**src/rtl/uart_frame_decoder.sv**
```systemverilog
`default_nettype none
// ============================================================================
// Module  : uart_frame_decoder
// Brief   : Oversampling UART receiver with configurable framing, error/break
//           flags and a first-word-fall-through output FIFO.
// Revision: 1.0
// ============================================================================
module uart_frame_decoder #(
    parameter int CLK_FREQ_MHZ = 27,
    parameter int BAUD_RATE    = 115200,
    parameter int OVERSAMPLE   = 16,
    parameter int DATA_BITS    = 8,
    parameter int PARITY       = 0,
    parameter int STOP_BITS    = 1,
    parameter int FIFO_DEPTH   = 8
) (
    input  logic                          clk,
    input  logic                          reset,
    input  logic                          uart_rx,
    input  logic                          clear_errors,
    input  logic                          out_ready,
    output logic                          out_valid,
    output logic [DATA_BITS-1:0]          out_data,
    output logic                          out_parity_err,
    output logic                          out_frame_err,
    output logic                          overflow,
    output logic                          break_detect,
    output logic [$clog2(FIFO_DEPTH):0]   fifo_count
);
    localparam longint c_SAMPLE_RATE = longint'(BAUD_RATE) * longint'(OVERSAMPLE);
    localparam int c_DIV_RAW = int'((longint'(CLK_FREQ_MHZ) * 64'd1000000 + c_SAMPLE_RATE / 2) / c_SAMPLE_RATE);
    localparam int c_DIV     = (c_DIV_RAW < 1) ? 1 : c_DIV_RAW;
    localparam int c_TW      = (c_DIV > 1) ? $clog2(c_DIV) : 1;
    localparam int c_OW      = $clog2(OVERSAMPLE);
    localparam int c_BW      = $clog2(DATA_BITS + 1);
    localparam int c_AW      = $clog2(FIFO_DEPTH);
    localparam int c_CW      = c_AW + 1;
    localparam int c_EW      = DATA_BITS + 2;
    localparam logic [c_TW-1:0] c_TICK_LAST = c_TW'(c_DIV - 1);
    localparam logic [c_OW-1:0] c_HALF_LAST = c_OW'(OVERSAMPLE / 2 - 1);
    localparam logic [c_OW-1:0] c_BIT_LAST  = c_OW'(OVERSAMPLE - 1);
    localparam logic [c_BW-1:0] c_DATA_LAST = c_BW'(DATA_BITS - 1);
    localparam logic [c_CW-1:0] c_FULL      = c_CW'(FIFO_DEPTH);

    typedef enum logic [2:0] {
        S_IDLE   = 3'd0,
        S_START  = 3'd1,
        S_DATA   = 3'd2,
        S_PARITY = 3'd3,
        S_STOP   = 3'd4,
        S_BREAK  = 3'd5
    } state_t;

    logic                 r_rx_meta, r_rx_sync, r_rx_prev;
    logic [2:0]           r_warm;
    logic [c_TW-1:0]      r_tick_cnt;
    state_t               r_state;
    logic [c_OW-1:0]      r_os_cnt;
    logic [c_BW-1:0]      r_bit_cnt;
    logic [DATA_BITS-1:0] r_shift;
    logic                 r_par_bit, r_par_err, r_frame_err, r_brk_cand, r_stop_idx;
    logic                 r_push, r_break;
    logic [c_EW-1:0]      r_push_data;
    logic [c_EW-1:0]      r_mem [FIFO_DEPTH];
    logic [c_AW-1:0]      r_wr_ptr, r_rd_ptr;
    logic [c_CW-1:0]      r_count;
    logic                 r_overflow;

    logic w_fall, w_tick, w_sample, w_stop_err, w_brk_first, w_brk, w_last_stop;
    logic w_pop, w_full, w_wr;
    logic [c_EW-1:0] w_head;

    // r_warm keeps the edge detector quiet until the pipeline holds real line samples,
    // so a line already low when reset releases is not mistaken for a start bit.
    always_ff @(posedge clk or negedge reset) begin
        if (!reset) begin
            r_rx_meta <= 1'b1;
            r_rx_sync <= 1'b1;
            r_rx_prev <= 1'b1;
            r_warm    <= 3'b000;
        end else begin
            r_rx_meta <= uart_rx;
            r_rx_sync <= r_rx_meta;
            r_rx_prev <= r_rx_sync;
            r_warm    <= {r_warm[1:0], 1'b1};
        end
    end

    assign w_fall = r_warm[2] & r_rx_prev & ~r_rx_sync;
    assign w_tick = (r_tick_cnt == c_TICK_LAST);

    always_ff @(posedge clk or negedge reset) begin
        if (!reset) begin
            r_tick_cnt <= '0;
        end else if ((r_state == S_IDLE && w_fall) || w_tick) begin
            r_tick_cnt <= '0;
        end else begin
            r_tick_cnt <= r_tick_cnt + 1'b1;
        end
    end

    assign w_sample    = w_tick && (r_os_cnt == c_BIT_LAST);
    assign w_stop_err  = r_frame_err | ~r_rx_sync;
    assign w_brk_first = (r_shift == '0) && !r_par_bit && !r_rx_sync;
    assign w_brk       = r_stop_idx ? r_brk_cand : w_brk_first;
    assign w_last_stop = (STOP_BITS == 1) || r_stop_idx;

    always_ff @(posedge clk or negedge reset) begin
        if (!reset) begin
            r_state     <= S_IDLE;
            r_os_cnt    <= '0;
            r_bit_cnt   <= '0;
            r_shift     <= '0;
            r_par_bit   <= 1'b0;
            r_par_err   <= 1'b0;
            r_frame_err <= 1'b0;
            r_brk_cand  <= 1'b0;
            r_stop_idx  <= 1'b0;
            r_push      <= 1'b0;
            r_push_data <= '0;
            r_break     <= 1'b0;
        end else begin
            r_push  <= 1'b0;
            r_break <= 1'b0;
            if (w_tick && r_state != S_IDLE && r_state != S_BREAK) begin
                r_os_cnt <= (w_sample || (r_state == S_START && r_os_cnt == c_HALF_LAST))
                            ? '0 : r_os_cnt + 1'b1;
            end
            case (r_state)
                S_IDLE: begin
                    if (w_fall) begin
                        r_state  <= S_START;
                        r_os_cnt <= '0;
                    end
                end
                S_START: begin
                    if (w_tick && r_os_cnt == c_HALF_LAST) begin
                        r_bit_cnt   <= '0;
                        r_par_bit   <= 1'b0;
                        r_par_err   <= 1'b0;
                        r_frame_err <= 1'b0;
                        r_stop_idx  <= 1'b0;
                        r_state     <= r_rx_sync ? S_IDLE : S_DATA;
                    end
                end
                S_DATA: begin
                    if (w_sample) begin
                        r_shift   <= {r_rx_sync, r_shift[DATA_BITS-1:1]};
                        r_bit_cnt <= r_bit_cnt + 1'b1;
                        if (r_bit_cnt == c_DATA_LAST) begin
                            r_state <= (PARITY != 0) ? S_PARITY : S_STOP;
                        end
                    end
                end
                S_PARITY: begin
                    if (w_sample) begin
                        r_par_bit <= r_rx_sync;
                        r_par_err <= ((^r_shift) ^ r_rx_sync) != (PARITY == 1);
                        r_state   <= S_STOP;
                    end
                end
                S_STOP: begin
                    if (w_sample) begin
                        if (!r_stop_idx) begin
                            r_brk_cand <= w_brk_first;
                        end
                        if (!w_last_stop) begin
                            r_stop_idx  <= 1'b1;
                            r_frame_err <= w_stop_err;
                        end else if (w_brk) begin
                            r_break <= 1'b1;
                            r_state <= S_BREAK;
                        end else begin
                            r_push      <= 1'b1;
                            r_push_data <= {r_shift, r_par_err, w_stop_err};
                            r_state     <= S_IDLE;
                        end
                    end
                end
                S_BREAK: begin
                    if (r_rx_sync) begin
                        r_state <= S_IDLE;
                    end
                end
                default: r_state <= S_IDLE;
            endcase
        end
    end

    // A push into a full FIFO still lands when the head leaves in the same cycle.
    assign w_pop  = out_valid & out_ready;
    assign w_full = (r_count == c_FULL);
    assign w_wr   = r_push & (~w_full | w_pop);

    always_ff @(posedge clk) begin
        if (w_wr) begin
            r_mem[r_wr_ptr] <= r_push_data;
        end
    end

    always_ff @(posedge clk or negedge reset) begin
        if (!reset) begin
            r_wr_ptr   <= '0;
            r_rd_ptr   <= '0;
            r_count    <= '0;
            r_overflow <= 1'b0;
        end else begin
            if (w_wr) begin
                r_wr_ptr <= r_wr_ptr + 1'b1;
            end
            if (w_pop) begin
                r_rd_ptr <= r_rd_ptr + 1'b1;
            end
            case ({w_wr, w_pop})
                2'b10:   r_count <= r_count + 1'b1;
                2'b01:   r_count <= r_count - 1'b1;
                default: r_count <= r_count;
            endcase
            if (r_push && !w_wr) begin
                r_overflow <= 1'b1;
            end else if (clear_errors) begin
                r_overflow <= 1'b0;
            end
        end
    end

    assign w_head         = r_mem[r_rd_ptr];
    assign out_valid      = (r_count != '0);
    assign out_data       = out_valid ? w_head[c_EW-1:2] : '0;
    assign out_parity_err = out_valid & w_head[1];
    assign out_frame_err  = out_valid & w_head[0];
    assign overflow       = r_overflow;
    assign break_detect   = r_break;
    assign fifo_count     = r_count;

endmodule
`default_nettype wire

```
**config.mk**
```make
export PLATFORM = sky130hd
export DESIGN_NAME = uart_frame_decoder
export DESIGN_NICKNAME = d
export VERILOG_FILES = /design/src/rtl/uart_frame_decoder.sv
export SDC_FILE = /design/constraint.sdc
export NUM_CORES = 1
export LEC_CHECK = 0
export CAP_MARGIN = 20
export CORE_MARGIN = 10
export CORE_UTILIZATION = 55
export DETAILED_ROUTE_END_ITERATION = 10
export PLACE_DENSITY = 0.78
export SLEW_MARGIN = 40
export SYNTH_ARGS = -nofsm -noshare
export SYNTH_HDL_FRONTEND = slang
export SYNTH_SLANG_ARGS = --single-unit
```
**constraint.sdc**
```tcl
create_clock -name clk -period 5 [get_ports clk]
set_input_delay 0.75 -clock clk [delete_from_list [all_inputs] [get_ports clk]]
set_output_delay 0.75 -clock clk [all_outputs]
set_load 0.03 [all_outputs]
```
==> metrics <==
Final Cycle Share between 70% and 80%; status finished, final reports clean; Ys Warns 0; sequential share of power about 50%; CTS tree built; final net count ~420; Net Switching about 0.00058 W; commonest cells after routing, fill and taps aside edfxtp_1 (80), dfrtp_1 (50), nor2_1 (23); kind of start point of the critical path flop; Tightest Pin Transition roughly 0.74 ns; Root Buffer clkbuf_8; synthesized flop and latch total around 130; Synth Area per Inst ~15 µm²; total number of vias around 3,100; Netlist Area Pre-Place 5650 µm²; CTS Buf Count 17; Critical Path Fanout Max 12; hold buffer count at CTS 0; RSZ-0062 raised after global routing no; die area about 15,000 µm²; crit-path cells buf_4, mux4_2, mux2i_1, nor2_1, clkdlybuf4s50_1; 1st-iter DRT viols 140; commonest non-fill, non-tap cell in the layout edfxtp_1; post-CTS resize count 0; Rows 36; fillers around 680; Buffers on Ports 21; max-cap violations 0; critical path class flop to output port; Critical path buffers and inverters 2; slowest cell on the critical path dfrtp_1; slew margin rel. between 50% and 60%; Pint roughly 0.0019 W; CTS clk-pin slew, worst paths about 0.060 ns; vias in the first global route about 3,200; Hold Path Class input pin to async pin; Crit path largest cell delay between 0.7 and 0.8 ns; clk_lat worst skew roughly 0.53 ns; prevailing post-synth register cell edfxtp_1; Clock Sinks about 130; Max VDD drop roughly 0.26 mV; die height 121 µm; Avg WL per Cell around 19 µm; Via density roughly 5.7; Critical Path RT approximately 4.3 ns; minimum clock period about 3.8 ns; initial core utilization 57.0%; Net Sw Frac a little under a quarter; largest net degree at the start of global routing 55; first-pass GRT wire length ~17,000 µm; drt pass-1 iters 6; post-route setup TNS 0 ns; share of layout cells above drive strength 1 around 18%; post-DP HPWL 6240 µm; post-CTS setup buffer count 0; asr flop ratio synth between 40% and 50%; gpl congestion ~0.79; GR peak layer met2; fin. max-slew vios 0; Fmax 263 MHz; total track usage roughly 15%; Final Setup Violations 0; Critical Path AT slightly above 3 ns; clock tree buffer depth 2; core area approximately 9900 µm²; antenna-violating nets left 0; Reg area approximately 3800 µm²; grt met3 use under 10%; Worst Skew about 0.0082 ns; Synthesized Nets between 300 and 400; total routed wirelength 10,300 µm; Clk pwr share 46.6%; met1 Resource Use GR 17.2%; Crit path max-delay family buffers and inverters; htree depth 4; final hold viol count 0; Seq/Total Area, Yosys around 66%; Cell variety after synth 52; Cell Pwr Density between 300 and 400 nW/µm²; footprint of the multi-input gates around 1800 µm²; grt ovf 0; ant diodes 0; Mapped Cells roughly 370; io pins 22; Worst Setup End Kind output port; leak pwr 2.61 nW; initial antenna violation count 0; EDFF count, synth 80; DR DRC count 0; utilization after layout between 60% and 70%; met2 Track Usage GR 26.2%; combinational cell fraction of total power ~3.1%; synth-to-layout area growth 16.1%; die width 121 µm
-- state kept, by name (all words and copies together), names as in the netlist, 3 cells and up --
register,count
r_rd_ptr,3
r_os_cnt,4
r_bit_cnt,4
r_push_data,10
fifo_count,4
r_warm,3
r_shift,8
r_wr_ptr,3
r_mem,80
r_tick_cnt,4
r_state,3
-- through the flow --
stage	area [µm²]	worst slack, ns	hold WS, ns	power [W]	std cells
after floorplan	5650	2.48	0.331	0.00129	371
after global placement	5980	1.75	0.334	0.00131	513
after global routing	6560	1.02	0.365	0.00252	545
after detailed placement	6010	1.70	0.340	0.00132	513
final	6560	1.20	0.351	0.00243	545
after CTS	6560	1.12	0.355	0.00245	545
-- cell usage after synthesis (4+ instances only) --
library cell  instances  share of area (%)
edfxtp_1             80                 42
o31ai_1               4               0.53
inv_1                17                1.1
nand3_1              11               0.97
xor2_1                8                1.2
dfrtp_1              51                 23
a21oi_1               5               0.44
o21ai_1              15                1.3
nand2_1              12               0.80
xnor2_1               8                1.2
mux4_2               20                8.0
nor3_1                4               0.35
mux2i_1              11                1.9
nand2b_1             10                1.1
nor2_1               29                1.9
clkbuf_1              8               0.53
buf_2                 4               0.35
ha_1                 13                2.9
nand3b_1              4               0.53
mux2_1               11                2.2
-- kinds of logic after synthesis --
logic type                 share of synthesized area [%]
DFF                                                 66.5
and+or+nand+nor                                     8.57
muxes                                               12.6
AOI/OAI and AO/OA                                   4.56
buffers and inverters                               2.41
xor gates and xnor gates                            2.48
adders and majority gates                           2.88
other                                             0.0663
-- power by group through the flow --
stage          clock network, W  logic [W]  registers (W)
6_report                0.00113  0.0000766        0.00122
3_5_place_dp                  0  0.0000786        0.00124
2_1_floorplan                 0  0.0000600        0.00123
5_1_grt                 0.00120  0.0000928        0.00123
4_1_cts                 0.00115  0.0000794        0.00122
3_3_place_gp                  0  0.0000712        0.00124
-- final timing paths --
kind	from	endpoint	slack (ns)	depth (start not counted)
min in group clk	r_warm[0]$_DFF_PN0_	r_warm[1]$_DFF_PN0_	0.35	0
max reg2reg	fifo_count[2]$_DFFE_PN0P_	fifo_count[2]$_DFFE_PN0P_	2.25	12
min	reset	r_os_cnt[1]$_DFF_PN0_	0.35	2
max in group asynchronous	reset	r_rd_ptr[1]$_DFFE_PN0P_	4.16	2
max	r_rd_ptr[0]$_DFFE_PN0P_	out_data[7]	1.20	5
min reg2reg	r_warm[0]$_DFF_PN0_	r_warm[1]$_DFF_PN0_	0.35	0
-- worst register-to-register path, stage by stage (launching register included) --
cell and delay (ns):
dfrtp_1 0.45, or3_4 0.46, nor2_4 0.30, inv_2 0.11
nand2_4 0.10, inv_2 0.06, ha_1 0.27, xor2_1 0.17
ha_1 0.18, a21oi_1 0.15, xor2_1 0.15, nor2_1 0.07
xor2_1 0.15
-- layer usage --
| layer | up-vias | wire length (µm) |
|---|---|---|
| met3 | 18 | 438 |
| li1 | 1441 | - |
| met5 | - | 0 |
| met4 | 0 | 227 |
| met1 | 1568 | 4220 |
| met2 | 69 | 5440 |
-- area by class of cell --
| type | instances | area share [%] |
|---|---|---|
| Clock buffer | 17 | 6.31 |
| Clock inverter | 15 | 2.04 |
| Inverter | 19 | 1.09 |
| Multi-Input combinational cell | 204 | 27.4 |
| Sequential cell | 134 | 57.3 |
| Tap cell | 133 | 2.54 |
| Timing Repair Buffer | 23 | 3.36 |
(Power assumes the default switching activity.)
